## config.mk

```make
export PLATFORM = sky130hd
export DESIGN_NAME = sdram_rfifo
export DESIGN_NICKNAME = d
export VERILOG_FILES = /design/src/rtl/sdram_rfifo_pkg.sv /design/src/rtl/sdram_rfifo_mem.sv /design/src/rtl/sdram_rfifo.sv
export SDC_FILE = /design/constraint.sdc
export NUM_CORES = 1
export LEC_CHECK = 0
export BUFFER_PORTS_ARGS = -buffer_cell sky130_fd_sc_hd__buf_2
export CORE_UTILIZATION = 30
export DETAILED_ROUTE_END_ITERATION = 12
export PLACE_DENSITY_LB_ADDON = 0.12
export SLEW_MARGIN = 10
export SYNTH_ARGS = -nofsm -noshare
export SYNTH_HDL_FRONTEND = slang
export SYNTH_SLANG_ARGS = --single-unit
```

## constraint.sdc

```tcl
create_clock -name sdram_clk -period 4.9 [get_ports sdram_clk]
set_input_delay 0.245 -clock sdram_clk [delete_from_list [all_inputs] [get_ports sdram_clk]]
set_output_delay 0.245 -clock sdram_clk [all_outputs]
set_load 0.02 [all_outputs]
```

## src/rtl/sdram_rfifo_pkg.sv

```systemverilog
// Shared constants and types for the SDRAM read-data FIFO.
// The constants sit next to the SDRAM data-lane width so that all users share one value.
package sdram_rfifo_pkg;

    localparam int DQ_BITS        = 8;
    localparam int RFIFO_DW       = DQ_BITS;
    localparam int RFIFO_DEPTH    = 16;
    localparam int RFIFO_AW       = 4;
    localparam int RFIFO_AFULL_TH = 12;

    // Accepted operations in one cycle, written as {write accepted, pop accepted}.
    typedef enum logic [1:0] {
        OP_IDLE  = 2'b00,
        OP_POP   = 2'b01,
        OP_WRITE = 2'b10,
        OP_BOTH  = 2'b11
    } rfifo_op_e;

endpackage

```

## src/rtl/sdram_rfifo_mem.sv

```systemverilog
// DEPTH x DW register-file storage for the read-data FIFO.
// It has a synchronous write port and an asynchronous read port.
module sdram_rfifo_mem
    import sdram_rfifo_pkg::*;
#(
    parameter int DW    = RFIFO_DW,
    parameter int DEPTH = RFIFO_DEPTH,
    parameter int AW    = RFIFO_AW
) (
    input  logic          clk,
    input  logic          we,
    input  logic [AW-1:0] waddr,
    input  logic [DW-1:0] wdata,
    input  logic [AW-1:0] raddr,
    output logic [DW-1:0] rdata
);

    logic [DW-1:0] mem_q [DEPTH];

    // The storage is never reset. Stale entries are unreachable once the pointers are cleared.
    always_ff @(posedge clk) begin
        if (we) begin
            mem_q[waddr] <= wdata;
        end
    end

    assign rdata = mem_q[raddr];

endmodule

```

## src/rtl/sdram_rfifo.sv

```systemverilog
// Read-data FIFO downstream of the SDRAM read engine.
// It captures CAS-aligned read bytes and drains them to the consumer with occupancy and sticky error status.
module sdram_rfifo
    import sdram_rfifo_pkg::*;
#(
    parameter int DW       = RFIFO_DW,
    parameter int DEPTH    = RFIFO_DEPTH,
    parameter int AW       = RFIFO_AW,
    parameter int AFULL_TH = RFIFO_AFULL_TH
) (
    input  logic          sdram_clk,
    input  logic          rst,
    input  logic          wr_en,
    input  logic [DW-1:0] wr_data,
    input  logic          rd_en,
    output logic [DW-1:0] rd_data,
    output logic          rd_valid,
    output logic          empty,
    output logic          full,
    output logic          almost_full,
    output logic [AW:0]   level,
    output logic          overflow,
    output logic          underflow,
    input  logic          clr_err
);

    localparam logic [AW:0]   LVL_FULL  = (AW+1)'(DEPTH);
    localparam logic [AW:0]   LVL_AFULL = (AW+1)'(AFULL_TH);
    localparam logic [AW:0]   LVL_ONE   = (AW+1)'(1);
    localparam logic [AW-1:0] PTR_ONE   = AW'(1);

    logic [AW-1:0] wr_ptr_q, wr_ptr_d;
    logic [AW-1:0] rd_ptr_q, rd_ptr_d;
    logic [AW:0]   level_q, level_d;
    logic          empty_q, empty_d;
    logic          full_q, full_d;
    logic          afull_q, afull_d;
    logic [DW-1:0] rd_data_q, rd_data_d;
    logic          rd_valid_q, rd_valid_d;
    logic          ovf_q, ovf_d;
    logic          udf_q, udf_d;

    logic          pop_ok;
    logic          wr_ok;
    rfifo_op_e     op;
    logic [DW-1:0] mem_rdata;

    sdram_rfifo_mem #(
        .DW    (DW),
        .DEPTH (DEPTH),
        .AW    (AW)
    ) u_mem (
        .clk   (sdram_clk),
        .we    (wr_ok),
        .waddr (wr_ptr_q),
        .wdata (wr_data),
        .raddr (rd_ptr_q),
        .rdata (mem_rdata)
    );

    always_comb begin
        // A pop only needs the registered empty flag. A write into a full FIFO
        // is accepted when a pop in the same cycle frees a slot.
        pop_ok = rd_en && !empty_q;
        wr_ok  = wr_en && (!full_q || pop_ok);
        op     = rfifo_op_e'({wr_ok, pop_ok});

        wr_ptr_d = wr_ok  ? wr_ptr_q + PTR_ONE : wr_ptr_q;
        rd_ptr_d = pop_ok ? rd_ptr_q + PTR_ONE : rd_ptr_q;

        level_d = level_q;
        case (op)
            OP_WRITE: level_d = level_q + LVL_ONE;
            OP_POP:   level_d = level_q - LVL_ONE;
            default:  level_d = level_q;
        endcase

        empty_d = (level_d == '0);
        full_d  = (level_d == LVL_FULL);
        afull_d = (level_d >= LVL_AFULL);

        rd_data_d  = pop_ok ? mem_rdata : rd_data_q;
        rd_valid_d = pop_ok;

        // A new error event outranks clr_err in the same cycle.
        ovf_d = ovf_q;
        if (wr_en && !wr_ok) begin
            ovf_d = 1'b1;
        end else if (clr_err) begin
            ovf_d = 1'b0;
        end

        udf_d = udf_q;
        if (rd_en && empty_q) begin
            udf_d = 1'b1;
        end else if (clr_err) begin
            udf_d = 1'b0;
        end
    end

    always_ff @(posedge sdram_clk) begin
        if (rst) begin
            wr_ptr_q   <= '0;
            rd_ptr_q   <= '0;
            level_q    <= '0;
            empty_q    <= 1'b1;
            full_q     <= 1'b0;
            afull_q    <= 1'b0;
            rd_data_q  <= '0;
            rd_valid_q <= 1'b0;
            ovf_q      <= 1'b0;
            udf_q      <= 1'b0;
        end else begin
            wr_ptr_q   <= wr_ptr_d;
            rd_ptr_q   <= rd_ptr_d;
            level_q    <= level_d;
            empty_q    <= empty_d;
            full_q     <= full_d;
            afull_q    <= afull_d;
            rd_data_q  <= rd_data_d;
            rd_valid_q <= rd_valid_d;
            ovf_q      <= ovf_d;
            udf_q      <= udf_d;
        end
    end

    assign rd_data     = rd_data_q;
    assign rd_valid    = rd_valid_q;
    assign empty       = empty_q;
    assign full        = full_q;
    assign almost_full = afull_q;
    assign level       = level_q;
    assign overflow    = ovf_q;
    assign underflow   = udf_q;

endmodule

```

==> results.json <==
{
  "required_time_at_the_worst_slack_endpoint_ns": 5.18,
  "cts_max_path_buffers": 2,
  "worstSkewPairLatency_ns": 0.42,
  "fin_crit_ns": 3.35,
  "postSynth.topFlopCell": "edfxtp_1",
  "switching_share_pct": 25.7,
  "die-height_um": 145,
  "synth.area.mux_share_pct": 12.5,
  "power-per-cell-area_mw_per_mm2": 468,
  "synthesis.nets": 386,
  "synth_largest_area_cell": "edfxtp_1",
  "synth.top_cells.by_count": "edfxtp_1 (128), nor2_1 (40), mux4_2 (32)",
  "drc_errors": 0,
  "outcome": "complete, no violations",
  "grt_antenna_before_repair": 0,
  "p_clk_share_pct": 39.2,
  "cts_hold_buf": 0,
  "async_flop_share_pct": 0,
  "share_of_total_power_in_sequential_cells_pct": 46.2,
  "overflow": 0,
  "timing.fmax_mhz": 299,
  "setup.reg_to_reg.worst_slack_ns": 1.55,
  "min_period_over_period_pct": 68.3,
  "fin_setup_tns_ns": 0,
  "layout-area-overhead-vs-synth_pct": 17.3,
  "count_of_final_hold_check_violations": 0,
  "cts.sink_count": 155,
  "ctsHtreeMaxLevel": 4,
  "maxCapViolations": 0,
  "effective_utilization_at_floorplan_pct": 30.5,
  "peak_ir_drop_on_the_vdd_network_mv": 0.192,
  "worst-setup-path-type": "reg -> reg",
  "tritoncts.num_buffers": 17,
  "root_buffer": "clkbuf_16",
  "comb_power_share_pct": 14.6,
  "dp_hpwl_um": 8690,
  "cts_tree": "built",
  "synth-seq-area-share_pct": 71.3,
  "gp_congestion": 0.762,
  "io_pins": 32,
  "syn-mean-instance-area_um2": 16.8,
  "layout_cell_share_with_drive_strength_beyond_1_pct": 25.5,
  "data_arrival_time_of_the_critical_path_ns": 3.62,
  "ys.warnings.count": 0,
  "detail_route.wl_per_cell_um": 19.8,
  "postSynthRegisterBits": 155,
  "syn_area_mm2": 0.00615,
  "die_area_mm2": 0.0211,
  "initialDrtViolationCount": 268,
  "grt_first_pass_wirelength_um": 20600,
  "synth_xor_xnor_area_share_pct": 1.57,
  "setup_viol_count_final": 0,
  "detail_route.first_pass.iterations": 6,
  "synthCells": 365,
  "clk_pin_slew_worst_paths_ns": 0.06,
  "hold_path.class": "in -> reg",
  "rows": 52,
  "synth-adder-area-share_pct": 1.63,
  "antenna-diode-count": 0,
  "power.static_leakage_nw": 2.38,
  "tightest_slew_ns": 1.21,
  "ctsResizeCount": 0,
  "synth_largest_type_area_fraction_pct": 62.5,
  "synth_top_family_by_area": "multiplexers",
  "post_synth_and_or_nand_nor_area_fraction_pct": 5.68,
  "number_of_enable_type_register_cells_in_the_synthesized_netlist": 128,
  "path_max_fanout": 21,
  "p_int_mw": 2.51,
  "cts.repair_timing.setup_buffer_count": 0,
  "synthMostInstantiatedCell": "edfxtp_1",
  "fillerInstances": 1955,
  "synth.area.top_cells": "edfxtp_1 (63%), mux4_2 (12%), dfxtp_1 (8.8%)",
  "totalPowerFinal_mw": 3.38,
  "worstSetupStartpointType": "register",
  "fin_worst_skew_ns": 0.00796,
  "floorplan.die.width_um": 145,
  "area_inside_the_core_boundary_mm2": 0.0202,
  "drt-vias-per-instance": 4.81,
  "fin_nets": 423,
  "groute.usage.overall_pct": 13.7,
  "final_max_slew_viol_count": 0,
  "grt_pass1_vias": 3330,
  "total_switching_power_uw": 866,
  "final_antenna_net_count": 0,
  "setup_repair_after_global_routing_missed_its_margin": "no",
  "route.final.wire_length_um": 13600,
  "worstSetupEndpointType": "register",
  "port_buffers": 31,
  "grt_max_degree": 29,
  "synth.distinct_cells": 39,
  "vias": 3293,
  "timing.max_slew.rel_slack_pct": 19.3,
  "synthesized_area_fraction_occupied_by_ao_oa_aoi_and_oai_cells_pct": 5.39
}
## through the flow
step	setup slack [ns]	cells	instance area, um2	utilization (%)	hold WS [ns]
floorplan	1.94	365	6150	-	0.344
global placement	1.67	653	6620	32.8	0.483
CTS	1.52	685	7210	35.8	0.0821
finish	1.55	685	7210	35.8	0.0940
detailed placement	1.54	653	6620	32.8	0.487
global route	1.16	685	7210	35.8	0.0999
## flip-flops by register name, indices dropped and copies added (netlist names)
| name | cells |
|---|---|
| almost_full | 1 |
| empty | 1 |
| full | 1 |
| level | 5 |
| overflow | 1 |
| rd_data | 8 |
| rd_ptr_q | 4 |
| rd_valid | 1 |
| u_mem.mem_q | 128 |
| underflow | 1 |
| wr_ptr_q | 4 |
## cell usage in the layout, fill, tap and decap left out, types with 2 or more instances in the layout
cell type,instances
clkinvlp_4,4
mux4_2,32
mux2i_1,3
edfxtp_1,128
nor3_1,6
buf_2,31
buf_4,9
dfxtp_1,26
nor2b_1,3
a21oi_1,20
a22oi_1,17
nand3_1,3
nand4_1,2
a211o_1,3
nor3b_1,3
nand2_1,11
nand2b_1,3
inv_1,7
xnor2_1,4
clkbuf_16,17
ha_1,8
clkinv_1,2
clkinv_4,2
bufinv_16,3
nor2_1,40
inv_6,2
xor2_1,7
o22ai_1,2
## routing by layer
metal  vias up  share of wire, %  wire length, um  track usage [%]
met5         -                 0                0                0
met4         0               1.5              210             4.84
met3        18               4.9              667             3.46
met2        92                47             6320             21.2
met1      1689                47             6380             18.7
li1       1494                 -                -                -
## worst paths after layout
check             startpoint     endpoint  cells past startpoint
setup / recovery       empty  almost_full                     12
hold reg to reg   rd_data[2]   rd_data[2]                      2
setup reg to reg       empty  almost_full                     12
hold / removal         rd_en    underflow                      3
## cells by family (layout without fill, tap and decap cells)
logic type      after synthesis  after routing
buf+inv                      29             79
compound gates               50             50
xor+xnor                     11             11
mux                          36             36
simple gates                 76             76
flops                       155            155
fa+ha+maj                     8              8
## power by group through the flow
stage,sequential [mW],clock (mW),combinational [mW]
2_1_floorplan,1.57,0,0.361
3_3_place_gp,1.59,0,0.495
3_5_place_dp,1.59,0,0.498
4_1_cts,1.56,1.35,0.500
5_1_grt,1.57,1.40,0.543
6_report,1.56,1.32,0.492
## layout make-up
type | instances | area (um2) | area share, %
clock buffer | 17 | 425 | 5.90
clock inverter | 15 | 173 | 2.39
inverter | 7 | 26.3 | 0.364
multi-input combinational | 181 | 1640 | 22.8
sequential | 155 | 4390 | 60.8
tap | 270 | 338 | 4.68
timing repair buffer | 40 | 223 | 3.09
## worst max-delay path, cell delays in order (launching register included)
cell and delay (ns):
dfxtp_1 0.32, nand2b_1 0.13, buf_4 0.20, a21boi_1 0.58
inv_1 0.14, ha_1 0.36, xor2_1 0.21, ha_1 0.29
o21ai_0 0.12, a211o_1 0.31, a211oi_2 0.16, xnor2_1 0.22
o22ai_1 0.15
Note: power is estimated with default switching activity, not from simulation.
